File: src/rtl/port_arbiter_if.sv
// Bus bundle between the input ports, the round-robin arbiter and the shared output.
// The slave side is the arbiter; the master side is whoever drives the requests
// and consumes the output packet.
interface port_arbiter_if #(
  parameter int NUM_IN = 4,
  parameter int SW     = 2
);
  logic [NUM_IN-1:0]    req_vld;
  logic [4*NUM_IN-1:0]  req_addr;
  logic [32*NUM_IN-1:0] req_payload;
  logic [NUM_IN-1:0]    granted;
  logic                 out_valid;
  logic [3:0]           out_addr;
  logic [31:0]          out_payload;
  logic [SW-1:0]        out_src;
  logic                 out_ready;
  logic [15:0]          pkt_count;

  modport slave (
    input  req_vld, req_addr, req_payload, out_ready,
    output granted, out_valid, out_addr, out_payload, out_src, pkt_count
  );

  modport master (
    output req_vld, req_addr, req_payload, out_ready,
    input  granted, out_valid, out_addr, out_payload, out_src, pkt_count
  );
endinterface

File: src/rtl/port_arbiter.sv
// Round-robin arbiter moving one packet at a time from NUM_IN input ports onto a
// single output bus. Each packet goes IDLE -> SEND -> GRANT; the GRANT cycle keeps
// a freshly released port from being re-arbitrated while its granted pulse is high.
module port_arbiter #(
  parameter int NUM_IN = 4,
  parameter int SW     = 2
) (
  input logic          clock,
  input logic          reset_n,
  port_arbiter_if.slave bus
);

  typedef enum logic [1:0] {
    IDLE  = 2'd0,
    SEND  = 2'd1,
    GRANT = 2'd2
  } state_t;

  state_t            state_q;
  state_t            state_d;
  logic [SW-1:0]     ptr_q;
  logic [SW-1:0]     sel;
  logic              found;
  logic              out_valid_q;
  logic [3:0]        out_addr_q;
  logic [31:0]       out_payload_q;
  logic [SW-1:0]     out_src_q;
  logic [NUM_IN-1:0] granted_q;
  logic [15:0]       pkt_count_q;

  // Pick the first requesting port at or above ptr, wrapping modulo NUM_IN.
  always_comb begin
    logic [SW-1:0] idx;
    sel   = ptr_q;
    found = 1'b0;
    idx   = ptr_q;
    for (int i = 0; i < NUM_IN; i++) begin
      idx = ptr_q + SW'(i);
      if (!found && bus.req_vld[idx]) begin
        found = 1'b1;
        sel   = idx;
      end
    end
  end

  // Next-state decode: arbitrate in IDLE, wait for the handshake in SEND, one GRANT cycle.
  always_comb begin
    state_d = state_q;
    case (state_q)
      IDLE:    if (found) state_d = SEND;
      SEND:    if (bus.out_ready) state_d = GRANT;
      GRANT:   state_d = IDLE;
      default: state_d = IDLE;
    endcase
  end

  // State register plus all registered outputs, pointer and handshake counter.
  always_ff @(posedge clock or negedge reset_n) begin
    if (!reset_n) begin
      state_q       <= IDLE;
      ptr_q         <= '0;
      out_valid_q   <= 1'b0;
      out_addr_q    <= 4'h0;
      out_payload_q <= 32'h0;
      out_src_q     <= '0;
      granted_q     <= '0;
      pkt_count_q   <= 16'h0;
    end else begin
      state_q <= state_d;
      case (state_q)
        IDLE: begin
          granted_q <= '0;
          if (found) begin
            out_valid_q   <= 1'b1;
            out_addr_q    <= bus.req_addr[{sel, 2'b00} +: 4];
            out_payload_q <= bus.req_payload[{sel, 5'b00000} +: 32];
            out_src_q     <= sel;
          end
        end
        SEND: begin
          if (bus.out_ready) begin
            out_valid_q <= 1'b0;
            granted_q   <= NUM_IN'(1) << out_src_q;
            ptr_q       <= out_src_q + SW'(1);
            pkt_count_q <= pkt_count_q + 16'd1;
          end
        end
        GRANT: begin
          granted_q <= '0;
        end
        default: begin
          granted_q   <= '0;
          out_valid_q <= 1'b0;
        end
      endcase
    end
  end

  assign bus.out_valid   = out_valid_q;
  assign bus.out_addr    = out_addr_q;
  assign bus.out_payload = out_payload_q;
  assign bus.out_src     = out_src_q;
  assign bus.granted     = granted_q;
  assign bus.pkt_count   = pkt_count_q;

endmodule

File: src/flat_wrapper.sv
// flat-port wrapper written by rule: the top's interface ports become plain ports
module port_arbiter_flat 
#(
  parameter int NUM_IN = 4,
  parameter int SW     = 2
)
  (clock, reset_n, bus_req_vld, bus_req_addr, bus_req_payload, bus_out_ready, bus_granted, bus_out_valid, bus_out_addr, bus_out_payload, bus_out_src, bus_pkt_count);
  port_arbiter_if #(.NUM_IN(NUM_IN), .SW(SW)) bus_i ();
  input logic clock;
  input logic reset_n;
  input wire logic [$bits(bus_i.req_vld)-1:0] bus_req_vld;
  input wire logic [$bits(bus_i.req_addr)-1:0] bus_req_addr;
  input wire logic [$bits(bus_i.req_payload)-1:0] bus_req_payload;
  input wire logic [$bits(bus_i.out_ready)-1:0] bus_out_ready;
  output wire logic [$bits(bus_i.granted)-1:0] bus_granted;
  output wire logic [$bits(bus_i.out_valid)-1:0] bus_out_valid;
  output wire logic [$bits(bus_i.out_addr)-1:0] bus_out_addr;
  output wire logic [$bits(bus_i.out_payload)-1:0] bus_out_payload;
  output wire logic [$bits(bus_i.out_src)-1:0] bus_out_src;
  output wire logic [$bits(bus_i.pkt_count)-1:0] bus_pkt_count;
  assign bus_i.req_vld = bus_req_vld;
  assign bus_i.req_addr = bus_req_addr;
  assign bus_i.req_payload = bus_req_payload;
  assign bus_i.out_ready = bus_out_ready;
  assign bus_granted = bus_i.granted;
  assign bus_out_valid = bus_i.out_valid;
  assign bus_out_addr = bus_i.out_addr;
  assign bus_out_payload = bus_i.out_payload;
  assign bus_out_src = bus_i.out_src;
  assign bus_pkt_count = bus_i.pkt_count;
  port_arbiter #(.NUM_IN(NUM_IN), .SW(SW)) u_core (.clock(clock), .reset_n(reset_n), .bus(bus_i));
endmodule
File: config.mk
export PLATFORM = sky130hd
export DESIGN_NAME = port_arbiter_flat
export DESIGN_NICKNAME = d
export VERILOG_FILES = /design/src/rtl/port_arbiter_if.sv /design/src/rtl/port_arbiter.sv /design/src/flat_wrapper.sv
export SDC_FILE = /design/constraint.sdc
export NUM_CORES = 1
export LEC_CHECK = 0
export BUFFER_PORTS_ARGS = -buffer_cell sky130_fd_sc_hd__buf_2
export CAP_MARGIN = 20
export CORE_ASPECT_RATIO = 2
export CORE_UTILIZATION = 40
export CTS_CLUSTER_SIZE = 25
export DETAILED_ROUTE_END_ITERATION = 10
export PLACE_DENSITY = 0.72
export SYNTH_ARGS = -nofsm -noshare
export SYNTH_HDL_FRONTEND = slang
export SYNTH_SLANG_ARGS = --single-unit
File: constraint.sdc
create_clock -name clock -period 2.2 [get_ports clock]
set_input_delay 0.33 -clock clock [delete_from_list [all_inputs] [get_ports clock]]
set_output_delay 0.33 -clock clock [all_outputs]
set_load 0.05 [all_outputs]
After elaboration in Yosys (flattened, before gate mapping) --
Cells that the tools add are included.
Operators by class: $add $sub $neg 5, multiply operators 0, div/mod/pow operators 0, $lt $le $gt $ge 4, eq/ne operators 4, shifts and indexed selects 3, multiplexer cells 23, bitwise operators 1, reduce and logical (&&, ||, !) cells 11
Operator list (count):
- variable part select 128 x 8 -> 32 bit | 1
- adder 16 x 1 -> 16 bit, second input constant | 1
- variable part select 16 x 5 -> 4 bit | 1
- < comparator 2 x 3 -> 1 bit, second input constant | 4
- two-way mux 1 bit | 10
- two-way mux 2 bit | 5
- binary-select mux 1 bit (select 2 bit) | 4
- two-way mux 4 bit | 2
- AND reduction 2 bit | 3
- adder 2 x 1 -> 2 bit, second input constant | 2
- adder 2 bit, second input constant | 2
- one-hot mux 2 bit (2 select lines) | 1
- << shifter 1 x 2 -> 4 bit, first input constant | 1
- logical AND 1 bit | 3
- zero test 1 bit | 3
- one-hot mux 1 bit (3 select lines) | 1
- AND reduction 3 bit | 1
- equality test 2 x 1 -> 1 bit, second input constant | 1
- equality test 2 bit, second input constant | 1
- zero test 2 bit | 1
- != test 2 x 1 -> 1 bit, second input constant | 1
- != test 2 bit, second input constant | 1
- NOT 1 bit | 1
Word-level totals: flip-flop bits (word level) 63, bits in latches 0, RAM bits 0, memory bits (read-only) 0, input bits 151, output and inout port bits 59, logic and storage cells 59, memories 0

Depth between registers and ports, before layout --
depth in word-level cells 14, gate-level depth with buffers 7, mapped depth without buffers 6

Worst setup path after synthesis --
No wires, ideal clock.
kind reg-to-reg, from reg u_core.pkt_count_q[4] (netlist: u_core.bus.pkt_count[4]), to reg u_core.pkt_count_q[11] (netlist: u_core.bus.pkt_count[11]), data arrival time 1747 ps, required time 2059 ps, slack 312 ps, stages on the path, launching flop included 6, buffers on the path 0, period minus slack after synthesis 1888 ps, path through dfrtp_1 > and3_1 > nand2_1 > nor4_1 > nand4_1 > xnor2_1
Between the ends: word-level cells in the longest chain between the ends 1
Ends and longest elaborated chain:
- start: declaration | RTL line port_arbiter.sv:29 | logic [15:0] pkt_count_q;
- start signal: assignment | RTL line port_arbiter.sv:85 | pkt_count_q <= pkt_count_q + 16'd1;
- adder 16 x 1 -> 16 bit | RTL line port_arbiter.sv:85
Every way passes these cells. A chain may end at the register's enable or synchronous reset.

Worst setup path after layout --
from reg u_core.ptr_q[1], to reg u_core.out_payload_q[1] (netlist: u_core.bus.out_payload[1])
Between the ends: word-level cells in the longest chain between the ends 13, elaborated cells on any way between the ends 26
Ends and longest elaborated chain:
- start: declaration | RTL line port_arbiter.sv:21 | logic [SW-1:0] ptr_q;
- start signal: assignment | RTL line port_arbiter.sv:84 | ptr_q <= out_src_q + SW'(1);
- parallel branches: the longest is 13 deep, another holds adder 2 x 1 -> 2 bit
- end signal: assignment | RTL line port_arbiter.sv:76 | out_payload_q <= bus.req_payload[{sel, 5'b00000} +: 32];
- end: declaration | RTL line port_arbiter.sv:26 | logic [31:0] out_payload_q;
Parallel ways; which one is timed is not known. The select of a mux whose other input is x is not followed.

==> impl_metrics.csv <==
group,metric,value,unit
run_status,status,"finished with violations",
run_status,violations,"hold timing",
clock_tree,clk_pin_slew,0.05,ns
global_route,grt_max_degree,58,
setup_path,start_kind,"register",
setup_path,cp.arrival,2.11,ns
detailed_routing,final_antenna_net_count,0,
global_route,antenna_found_initial,1,
synthesis,yosys.area.top_type,"dfrtp_1",
clock_tree,clock_latency,0.33,ns
detailed_routing,vias_per_cell,5.26,
timing,maxSlewViolCount,0,
die,die_w,74.0,µm
clock_tree,cts_made_buffers,9,
detailed_routing,drc_errors,0,
synthesis,netlist_area,0.00414,mm²
global_route,grt.met2_usage,41.5,%
setup_path,crit_path_end_kind,"register",
setup_path,path_max_fanout,10,
timing,setup_viol,0,
timing,fmax,524,MHz
global_route,top_usage_layer,"met2",
global_route,globalRouteOverflowTotal,0,
hold_path,hold_path_class,"in2async",
synthesis,seq_area_frac_synth,38.0,%
power_and_ir_drop,vdd_drop_max,0.000899,V
detailed_routing,routedWlPerCell,16.3,µm
detailed_routing,dr.pass1.iters,4,
timing,finClkSkew,0.00307,ns
timing,min_period,1.91,ns
setup_path,crit_type,"reg2reg",
setup_path,worstPathRequired,2.40,ns
timing,tightest_slew,0.566,ns
synthesis,yosys.area.top_type_share,38.0,%
timing,rsz0062_at_grt,"no",
synthesis,syn_nets,559,
timing,holdWs,-0.00739,ns
placement,io_buffers,209,
timing,hold_violations,10,
clock_tree,cts_tree,"built",
clock_tree,post_cts_buffers,0,
power_and_ir_drop,p_leak,2.73,nW
timing,setup_tns,0,ns
die,fp.dieH,146,µm
setup_path,crit_start,"u_core.ptr_q[1]$_DFFE_PN0P_",
global_route,grt_pass1_vias,4134,
detailed_routing,drtIter0Drc,157,
global_route,grtUsageMet1,23.7,%
synthesis,avgSynthCellArea,10.3,µm²
layout,final_nets,763,
synthesis,synth_edf_count,0,
clock_tree,clock_path_buffers,2,
synthesis,synth-main-ff-cell,"dfrtp_1",
detailed_routing,drt-total-wl,12200,µm
synthesis,ys_async_sr_fraction,100,%
layout,area_growth,34.9,%
synthesis,synth.area.top_cells,"dfrtp_1 (38%), a211oi_2 (19%), mux2i_1 (9.7%)",
setup_path,r2r-start,"u_core.ptr_q[1]$_DFFE_PN0P_",
layout,finalInstanceArea,0.00559,mm²
synthesis,yosys_warnings,0,
die,io_pins,210,
power_and_ir_drop,p_per_area,1360,mW/mm²
global_route,met3_usage,5.06,%
synthesis,synth_seq_cells,63,
synthesis,synthCells,403,
layout,fillCellCount,924,
clock_tree,cts_htree_levels,3,
placement,dpl-instance-area,0.00528,mm²
run,maxCapViolations,0,
setup_path,r2r-end,"u_core.bus.out_payload[1]$_DFFE_PN0P_",
setup_path,worst-r2r-setup-slack,0.29,ns
detailed_routing,via_count,3932,
clock_tree,clock_sinks,63,
global_route,grt_pass1_wl,19200,µm
global_route,grt_usage,23.3,%
placement,gp_congestion,0.800,
die,initial_core_util,41.1,%
clock_tree,postCtsHoldBufs,0,
layout,drive_gt1_share,50.2,%
setup_path,rr_worst_depth,6,
die,core_region_area,0.0101,mm²
clock_tree,postCtsResizedCells,0,
setup_path,endpoint,"u_core.bus.out_payload[1]$_DFFE_PN0P_",
synthesis,synth_cell_type_count,37,
clock_tree,cts_root_buffer,"clkbuf_16",
placement,dp_hpwl,9120,µm
synthesis,yosysMostFrequentCell,"dfrtp_1",
timing,period_share,86.7,%
die,die-area,0.0108,mm²
timing,slew_headroom,62.3,%
die,num_rows,52,
synthesis,synth_common_cells,"dfrtp_1 (63), a211oi_2 (62), nor2_1 (46)",
## how the worst min path moves through the flow
stage	end	depth (start not counted)	startpoint	slack, ns
2_1_floorplan	u_core.bus.granted[0]$_DFFE_PN0P_	0	reset_n	0.03
3_3_place_gp	u_core.bus.out_payload[25]$_DFFE_PN0P_	1	reset_n	0.36
3_5_place_dp	u_core.bus.out_payload[25]$_DFFE_PN0P_	1	reset_n	0.35
4_1_cts	u_core.bus.out_payload[24]$_DFFE_PN0P_	1	reset_n	0.004
5_1_grt	u_core.bus.out_payload[24]$_DFFE_PN0P_	1	reset_n	0.03
6_report	u_core.bus.out_payload[24]$_DFFE_PN0P_	1	reset_n	-0.007
## area by class of cell
type	instances	area, µm²	share of cell area (%)
antenna	1	2.50	0.0448
clock buffer	12	236	4.23
clock inverter	4	70.1	1.25
inverter	40	150	2.69
multi-input combinational	270	2200	39.3
sequential	63	1580	28.2
tap	135	169	3.02
timing repair buffer	223	1190	21.3
## registers in the layout, indices dropped and copies added (netlist names)
name	count
u_core.bus.granted	4
u_core.bus.out_addr	4
u_core.bus.out_payload	32
u_core.bus.out_src	2
u_core.bus.out_valid	1
u_core.bus.pkt_count	16
u_core.ptr_q	2
u_core.state_q	2
## routing by layer
layer / wire length [µm] / up-vias
li1: - / 1869
met1: 4400 / 1877
met4: 479 / 0
met3: 687 / 35
met2: 6610 / 151
met5: 0 / -
## cells in the final DEF, fill, tap and decap left out, drive strengths merged, types with 7 or more instances in the layout
cell type	netlist	final
nand2	18	18
a31oi	36	36
mux2i	40	40
inv	40	40
a211oi	73	73
buf	19	223
nor2	46	46
xnor2	11	11
clkbuf	11	12
dfrtp	63	63
o21ai	7	7
## critical path, stage by stage, from the launching register on
cell      delay [ns]
dfrtp_1         0.46
and3b_1         0.22
a2111o_1        0.30
a21bo_2         0.23
buf_4           0.19
a211oi_1        0.29
a211oi_2        0.08
## report_power, final
part / total, mW / switching [mW] / internal (mW)
registers: 1.91 / 0.314 / 1.59
clock network: 1.48 / 0.491 / 0.988
logic: 4.19 / 2.95 / 1.25
total: 7.58 / 3.75 / 3.83
## cells by family after synthesis
kind of cell               synth area share (%)
and+or+nand+nor                            9.84
muxes                                      9.66
xor gates and xnor gates                   3.17
AOI/OAI and AO/OA                          28.5
adders and majority gates                  1.51
DFF                                        38.0
buffers and inverters                      9.27
## per-stage QoR
| stage | power, mW | hold slack, ns | std cells | util (%) | setup WS, ns |
|---|---|---|---|---|---|
| floorplan | 5.24 | 0.0344 | 403 | - | 0.312 |
| global placement | 6.04 | 0.359 | 731 | 52.4 | 0.306 |
| detailed placement | 6.14 | 0.354 | 731 | 52.4 | 0.291 |
| CTS | 7.64 | 0.00394 | 747 | 55.4 | 0.289 |
| global route | 7.96 | 0.0343 | 748 | 55.4 | 0.203 |
| finish | 7.58 | -0.00739 | 748 | 55.4 | 0.292 |
(Power assumes the default switching activity.)
